`src/rtl/even_sweep_ctrl.sv`:
```
// even_sweep_ctrl: owns an even-only up/down counter (q[0] is always 0) and
// runs a requested number of ping-pong sweeps 0 -> MAX -> 0, with
// MAX = 2^WIDTH-2.
//
// Handshake: start is sampled only in IDLE, together with a non-zero sweeps
// value. busy is high for every cycle spent in UP or DOWN. done is a
// one-cycle pulse after the last sweep lands on 0. pause freezes progress,
// and abort (which beats pause) returns to IDLE without a done pulse.
// While busy or done, start is ignored and sweeps is not re-sampled.
module even_sweep_ctrl #(
    parameter int WIDTH  = 4,
    parameter int SWEEPW = 4
) (
    input  logic              clk,
    input  logic              reset,
    input  logic              start,
    input  logic [SWEEPW-1:0] sweeps,
    input  logic              pause,
    input  logic              abort,
    output logic [WIDTH-1:0]  q,
    output logic              y,
    output logic              busy,
    output logic              done,
    output logic [SWEEPW-1:0] sweeps_left,
    output logic [1:0]        state_dbg
);

    typedef enum logic [1:0] {
        IDLE = 2'd0,
        UP   = 2'd1,
        DOWN = 2'd2,
        DONE = 2'd3
    } state_t;

    // Largest even value that fits in WIDTH bits.
    localparam logic [WIDTH-1:0]  MAX     = {{(WIDTH-1){1'b1}}, 1'b0};
    localparam logic [WIDTH-1:0]  STEP    = WIDTH'(2);
    localparam logic [WIDTH-1:0]  TURN_UP = MAX - STEP;
    localparam logic [SWEEPW-1:0] ONE     = SWEEPW'(1);

    state_t state;

    assign state_dbg = state;

    // Sweep FSM. The counter, direction and status outputs are all
    // registered here, so no input reaches an output combinationally.
    always_ff @(posedge clk or negedge reset) begin
        if (!reset) begin
            state       <= IDLE;
            q           <= '0;
            y           <= 1'b0;
            busy        <= 1'b0;
            done        <= 1'b0;
            sweeps_left <= '0;
        end else begin
            case (state)
                IDLE: begin
                    // abort is meaningless here, so a start issued with it still launches.
                    if (start && (sweeps != '0)) begin
                        state       <= UP;
                        busy        <= 1'b1;
                        sweeps_left <= sweeps;
                        q           <= '0;
                        y           <= 1'b0;
                    end
                end
                UP: begin
                    if (abort) begin
                        state       <= IDLE;
                        busy        <= 1'b0;
                        q           <= '0;
                        y           <= 1'b0;
                        sweeps_left <= '0;
                    end else if (!pause) begin
                        q <= q + STEP;
                        // Turn around so that q=MAX and y=1 appear together.
                        if (q == TURN_UP) begin
                            state <= DOWN;
                            y     <= 1'b1;
                        end
                    end
                end
                DOWN: begin
                    if (abort) begin
                        state       <= IDLE;
                        busy        <= 1'b0;
                        q           <= '0;
                        y           <= 1'b0;
                        sweeps_left <= '0;
                    end else if (!pause) begin
                        q <= q - STEP;
                        // Landing on 0 completes one round trip.
                        if (q == STEP) begin
                            sweeps_left <= sweeps_left - ONE;
                            y           <= 1'b0;
                            if (sweeps_left == ONE) begin
                                state <= DONE;
                                busy  <= 1'b0;
                                done  <= 1'b1;
                            end else begin
                                state <= UP;
                            end
                        end
                    end
                end
                DONE: begin
                    state       <= IDLE;
                    done        <= 1'b0;
                    q           <= '0;
                    sweeps_left <= '0;
                end
                default: begin
                    state       <= IDLE;
                    busy        <= 1'b0;
                    done        <= 1'b0;
                    q           <= '0;
                    y           <= 1'b0;
                    sweeps_left <= '0;
                end
            endcase
        end
    end

endmodule

```
`config.mk`:
```
export PLATFORM = sky130hd
export DESIGN_NAME = even_sweep_ctrl
export DESIGN_NICKNAME = d
export VERILOG_FILES = /design/src/rtl/even_sweep_ctrl.sv
export SDC_FILE = /design/constraint.sdc
export NUM_CORES = 1
export LEC_CHECK = 0
export BUFFER_PORTS_ARGS = -buffer_cell sky130_fd_sc_hd__buf_2
export CORE_AREA = 2 2 54 56
export DETAILED_ROUTE_END_ITERATION = 8
export DIE_AREA = 0 0 56 58
export PLACE_DENSITY = 0.64
export SLEW_MARGIN = 10
export SYNTH_ARGS = -nofsm -noshare
export SYNTH_HDL_FRONTEND = slang
export SYNTH_SLANG_ARGS = --single-unit
```
`constraint.sdc`:
```
create_clock -name clk -period 3 [get_ports clk]
set_input_delay 0.45 -clock clk [delete_from_list [all_inputs] [get_ports clk]]
set_output_delay 0.45 -clock clk [all_outputs]
set_load 0.02 [all_outputs]
```
# Yosys cells after proc, flatten, opt, wreduce, memory -nomap -nowiden
# Index checks and enable logic that the tools add are counted.
[op_classes]
addsub = 3
n_reduce_logical = 11
n_eq_ne = 17
n_mux = 41
[op_table]
columns = ["operator", "n"]
rows = [
  ["4-bit 2-to-1 mux", 10],
  ["4-bit case mux with 4 select lines", 2],
  ["1-bit 2-to-1 mux", 17],
  ["2-bit 2-to-1 mux", 8],
  ["3-bit != test, second input constant", 5],
  ["2-bit != test, second input constant", 6],
  ["6-bit AND reduction", 2],
  ["5-bit AND reduction", 2],
  ["2-bit case mux with 4 select lines", 1],
  ["1-bit case mux with 3 select lines", 2],
  ["4-bit by 2-bit adder with 4-bit output, second input constant", 1],
  ["2-bit equality test, second input constant", 2],
  ["4-bit by 1-bit equality test with 1-bit output, second input constant", 1],
  ["4-bit by 2-bit equality test with 1-bit output, second input constant", 1],
  ["4-bit equality test, second input constant", 1],
  ["4-bit AND reduction", 1],
  ["4-bit nonzero test", 1],
  ["4-bit by 1-bit subtractor with 4-bit output, second input constant", 1],
  ["4-bit by 2-bit subtractor with 4-bit output, second input constant", 1],
  ["3-bit AND reduction", 1],
  ["3-bit nonzero test", 1],
  ["2-bit by 1-bit equality test with 1-bit output, second input constant", 1],
  ["2-bit logical NOT", 1],
  ["1-bit case mux with 2 select lines", 1],
  ["2 further kinds", 2],
]
[totals]
output_inout_bits = 13
in_bits = 9
elab_cells = 78
reg_bits = 13

# Logic depth before layout (Yosys ltp)
[depth]
ltp_word = 6
depth_mapped = 7

# Worst setup path after synthesis
# No wires, ideal clock.
[synth_timing]
path_kind = "register to register"
from = "register state[0], in the netlist state_dbg[0]"
to = "register sweeps_left[3]"
stages_incl_launch_ff = 8
n_path_buf = 1
required_time_ns = 2.876
path_slack_ns = 0.926
synth_period_minus_slack_ns = 2.074
arrival_ns = 1.950
setup_time_ns = 0.124
cell_sequence = "dfrtp_1 -> inv_1 -> ha_1 -> nor2b_1 -> clkbuf_1 -> and2_4 -> or3_1 -> a211o_1"
[synth_between]
elab_chain_len = 3
elab_cells_between_ends = 10
cone_classes = "eq/ne (7); mux (1); reduce/logical (2)"
[synth_lines]
columns = ["item", "line", "source"]
rows = [
  ["from (decl)", "41", "state_t state;"],
  ["from (signal assigned)", "49", "state <= IDLE;"],
  ["from (signal assigned)", "60", "state <= UP;"],
  ["from (signal assigned)", "69", "state <= IDLE;"],
  ["2-bit equality test (tied with other cells)", "56", "case (state)"],
  ["3-bit != test (no line) / 2-bit != test (equally long branches)", "-", ""],
  ["4-bit AND reduction (no line)", "-", ""],
  ["to (signal assigned)", "62", "sweeps_left <= sweeps;"],
  ["to (signal assigned)", "94", "sweeps_left <= sweeps_left - ONE;"],
  ["to (decl)", "24", "output logic [SWEEPW-1:0] sweeps_left,"],
]
# Several ways; a longest one is shown, not always the timed one.
# A chain may end at the register's enable or synchronous reset.

# Final worst setup path
[layout_timing]
from = "register state[0], in the netlist state_dbg[0]"
to = "register state[1], in the netlist state_dbg[1]"
[layout_between]
elab_chain_len = 3
elab_cells_between_ends = 11
cone_classes = "eq/ne (8); mux (1); reduce/logical (2)"
[layout_lines]
columns = ["item", "line"]
rows = [
  ["2-bit equality test (tied with other cells)", "56"],
  ["3-bit != test (no line) / 2-bit != test (equally long branches)", "-"],
  ["5-bit AND reduction (no line)", "-"],
]
# Several ways; a longest one is shown, not always the timed one.

==> impl_metrics.xml <==
<?xml version="1.0" encoding="UTF-8"?>
<metrics>
  <group name="placed_design">
    <metric name="dp_worst_setup_slack" unit="ps">949.8</metric>
    <metric name="placed_cells_incl_taps" unit="">144</metric>
    <metric name="dp.final_hpwl" unit="mm">1.550</metric>
    <metric name="port_buffers" unit="">20</metric>
    <metric name="place_congestion" unit="">0.8259</metric>
  </group>
  <group name="global_routing">
    <metric name="grt_antenna_before_repair" unit="">0</metric>
    <metric name="grt_pass1_vias" unit="">774</metric>
    <metric name="fraction_of_met2_tracks_used_by_global_routing" unit="">0.2101</metric>
    <metric name="grtUsageMet3" unit="">0.02455</metric>
    <metric name="met1_demand_to_capacity_share_in_global_routing" unit="">0.1822</metric>
    <metric name="globalRoute.totalOverflow" unit="">0</metric>
    <metric name="grt_pass1_wl" unit="mm">3.484</metric>
    <metric name="grt.busiest_layer" unit="">met2</metric>
    <metric name="grt_start_max_net_pins" unit="">13</metric>
    <metric name="grt_usage" unit="">0.1345</metric>
  </group>
  <group name="sta">
    <metric name="hold_violations" unit="">0</metric>
    <metric name="finalClockSkew" unit="ps">1.108</metric>
    <metric name="post-route-min-period" unit="ps">2090</metric>
    <metric name="sum_of_negative_setup_slack" unit="ps">0</metric>
    <metric name="finalSetupViolations" unit="">0</metric>
    <metric name="fin_ws" unit="ps">909.6</metric>
    <metric name="max_clock_freq" unit="MHz">478.4</metric>
    <metric name="final_max_slew_viol_count" unit="">0</metric>
    <metric name="timing.final.crit_share" unit="">0.6968</metric>
    <metric name="rsz0062_at_grt" unit="">no</metric>
  </group>
  <group name="yosys">
    <metric name="postSynthAreaPerCell" unit="µm²">9.287</metric>
    <metric name="yosysMostFrequentCell" unit="">dfrtp_1</metric>
    <metric name="synthCells" unit="">97</metric>
    <metric name="synthArstFlopShare" unit="">1.000</metric>
    <metric name="yosysWarnings" unit="">0</metric>
    <metric name="yosys_top_cell_area_share" unit="">0.3333</metric>
    <metric name="synthesis.nets" unit="">116</metric>
    <metric name="top_post_synthesis_cells_by_count" unit="">dfrtp_1 (12), ha_1 (10), inv_1 (8)</metric>
    <metric name="cell_types_occupying_the_most_area_after_synthesis" unit="">dfrtp_1 (33%), ha_1 (14%), mux2_2 (6.3%)</metric>
    <metric name="post_syn_area" unit="µm²">900.9</metric>
    <metric name="synthFlopType" unit="">dfrtp_1</metric>
    <metric name="synth_cell_types" unit="">38</metric>
    <metric name="library_cell_occupying_the_most_area_in_the_post_synthesis_netlist" unit="">dfrtp_1</metric>
    <metric name="sequential_share_of_the_synthesized_area" unit="">0.3333</metric>
    <metric name="number_of_enable_flip_flop_cells_after_synthesis" unit="">0</metric>
    <metric name="ys_seq_elements" unit="">12</metric>
  </group>
  <group name="floorplanning">
    <metric name="die-area" unit="µm²">3248</metric>
    <metric name="core.rowCount" unit="">19</metric>
    <metric name="initial_utilization" unit="">0.3383</metric>
    <metric name="die_h" unit="µm">58</metric>
    <metric name="io_pins" unit="">22</metric>
    <metric name="core_area" unit="µm²">2663</metric>
    <metric name="die_width" unit="µm">56</metric>
  </group>
  <group name="routing">
    <metric name="wire_per_inst" unit="µm">13.73</metric>
    <metric name="antenna_violating_nets_post_route" unit="">0</metric>
    <metric name="totalWireLength" unit="mm">2.018</metric>
    <metric name="firstDrtPassIters" unit="">4</metric>
    <metric name="number_of_design_rule_violations_left_after_detail_routing" unit="">0</metric>
    <metric name="routed_via_density" unit="">5.456</metric>
    <metric name="initialDrtViolationCount" unit="">26</metric>
    <metric name="routed-via-count" unit="">802</metric>
  </group>
  <group name="power">
    <metric name="leakagePower" unit="nW">0.5148</metric>
    <metric name="p_comb_frac" unit="">0.584</metric>
    <metric name="p_per_area" unit="nW/µm²">853.7</metric>
    <metric name="pwr-share-clk" unit="">0.112</metric>
    <metric name="fin_total_pwr" unit="µW">889.8</metric>
    <metric name="peakVddDrop" unit="mV">0.4186</metric>
    <metric name="power_switching_share" unit="">0.4619</metric>
    <metric name="switchingPower" unit="µW">411.0</metric>
    <metric name="p_seq_frac" unit="">0.304</metric>
    <metric name="power.internal" unit="µW">478.7</metric>
  </group>
  <group name="finish">
    <metric name="finish.net_count" unit="">137</metric>
    <metric name="drive_gt1_frac" unit="">0.2586</metric>
    <metric name="insertedDiodeCount" unit="">0</metric>
    <metric name="regArea" unit="µm²">300.3</metric>
    <metric name="area_occupied_by_multi_input_gates" unit="µm²">550.5</metric>
    <metric name="area_growth_syn_to_layout" unit="%">15.69</metric>
    <metric name="finalNonFillerCells" unit="">147</metric>
    <metric name="filler_cell_count" unit="">282</metric>
  </group>
  <group name="clock_tree">
    <metric name="clock_insertion_delay_worst_skew" unit="ps">270</metric>
    <metric name="cts_hold_repair.buffers" unit="">0</metric>
    <metric name="cts_root_buffer" unit="">clkbuf_4</metric>
    <metric name="tritoncts" unit="">yes</metric>
    <metric name="clk_pin_slew" unit="ps">70</metric>
    <metric name="sink_count" unit="">12</metric>
    <metric name="postCtsResizedCells" unit="">0</metric>
    <metric name="post_cts.repair.setup_buffers" unit="">0</metric>
    <metric name="clock_tree.htree_level_count" unit="">1</metric>
    <metric name="cts_made_buffers" unit="">3</metric>
    <metric name="cts_buffer_depth" unit="">2</metric>
  </group>
  <group name="run_status">
    <metric name="status" unit="">complete, no violations</metric>
  </group>
  <group name="worst_setup_path">
    <metric name="critical_path.startpoint_type" unit="">register</metric>
    <metric name="worstPathRequired" unit="ps">3160</metric>
    <metric name="critPathArrivalTime" unit="ps">2250</metric>
    <metric name="timing_worst_setup_path_type" unit="">reg -&gt; reg</metric>
    <metric name="worstPathMaxFanout" unit="">8</metric>
    <metric name="critPathCaptureType" unit="">register</metric>
  </group>
  <group name="run">
    <metric name="maxCapViolCount" unit="">0</metric>
  </group>
  <group name="min_path">
    <metric name="min_path_type" unit="">in -&gt; async</metric>
  </group>
</metrics>
[cell type report]
class,instances,share of cell area
well taps,31,0.03721
multi-input cells,73,0.5282
flip-flops and latches,12,0.2881
inverters,8,0.02881
clock buffers,3,0.02161
repair buffers,20,0.09604
[registers in the layout, summed over array words and instances, names as in the netlist]
| name | flops |
|---|---|
| state_dbg | 2 |
| q | 3 |
| done | 1 |
| busy | 1 |
| y | 1 |
| sweeps_left | 4 |
[routing by layer]
layer,share of wire,up-vias
met5,0,-
met4,0.022,0
met3,0.060,5
met2,0.45,27
met1,0.47,376
li1,-,394
[logic make-up after synthesis]
family	after synthesis	synth area share
simple gates	34	0.2222
compound gates	20	0.1500
buf+inv	12	0.05556
flops	12	0.3333
fa+ha+maj	10	0.1389
mux	8	0.09583
other cells	1	0.004163
[power groups by stage]
stage / registers (mW) / logic [mW] / clock network [mW]
floorplan: 0.330 / 0.324 / 0
finish: 0.271 / 0.519 / 0.0996
detailed placement: 0.274 / 0.520 / 0
global placement: 0.270 / 0.515 / 0
global route: 0.281 / 0.575 / 0.109
CTS: 0.271 / 0.523 / 0.103
[path summary, 6_finish.rpt]
kind / from / end / slack, ps / cells past startpoint
max: state_dbg[0] / state_dbg[1] / 910 / 6
min: reset / state_dbg[1] / 50 / 1
max reg2reg: state_dbg[0] / state_dbg[1] / 910 / 6
min reg2reg: y / y / 510 / 1
max in group asynchronous: reset / q[1] / 2730 / 1
min in group clk: sweeps[1] / sweeps_left[1] / 490 / 3
[critical path, stage by stage (launching register included)]
cell and delay (ps):
dfrtp_1 420, inv_1 140, ha_1 240, nor2b_1 440, o21ai_1 230, nand4_1 160
mux2_2 340
[cells in the final DEF (no fill, tap or decap), types with 4 or more instances in the layout]
| cell | synthesis | routed |
|---|---|---|
| dfrtp_1 | 12 | 12 |
| ha_1 | 10 | 10 |
| inv_1 | 8 | 8 |
| nor3_1 | 4 | 4 |
| mux2_2 | 5 | 5 |
| nor2_1 | 4 | 4 |
| nand2_1 | 4 | 4 |
| a21oi_1 | 6 | 6 |
| buf_2 | 1 | 20 |
[per-stage QoR]
step | utilization | hold slack, ps | cell area, µm²
global placement | 0.3830 | 352.0 | 1020
detailed placement | 0.3830 | 352.5 | 1020
global route | 0.3914 | 65.64 | 1042
CTS | 0.3914 | 51.35 | 1042
floorplan | - | 154.4 | 900.9
finish | 0.3914 | 46.26 | 1042
(Power assumes the default switching activity.)
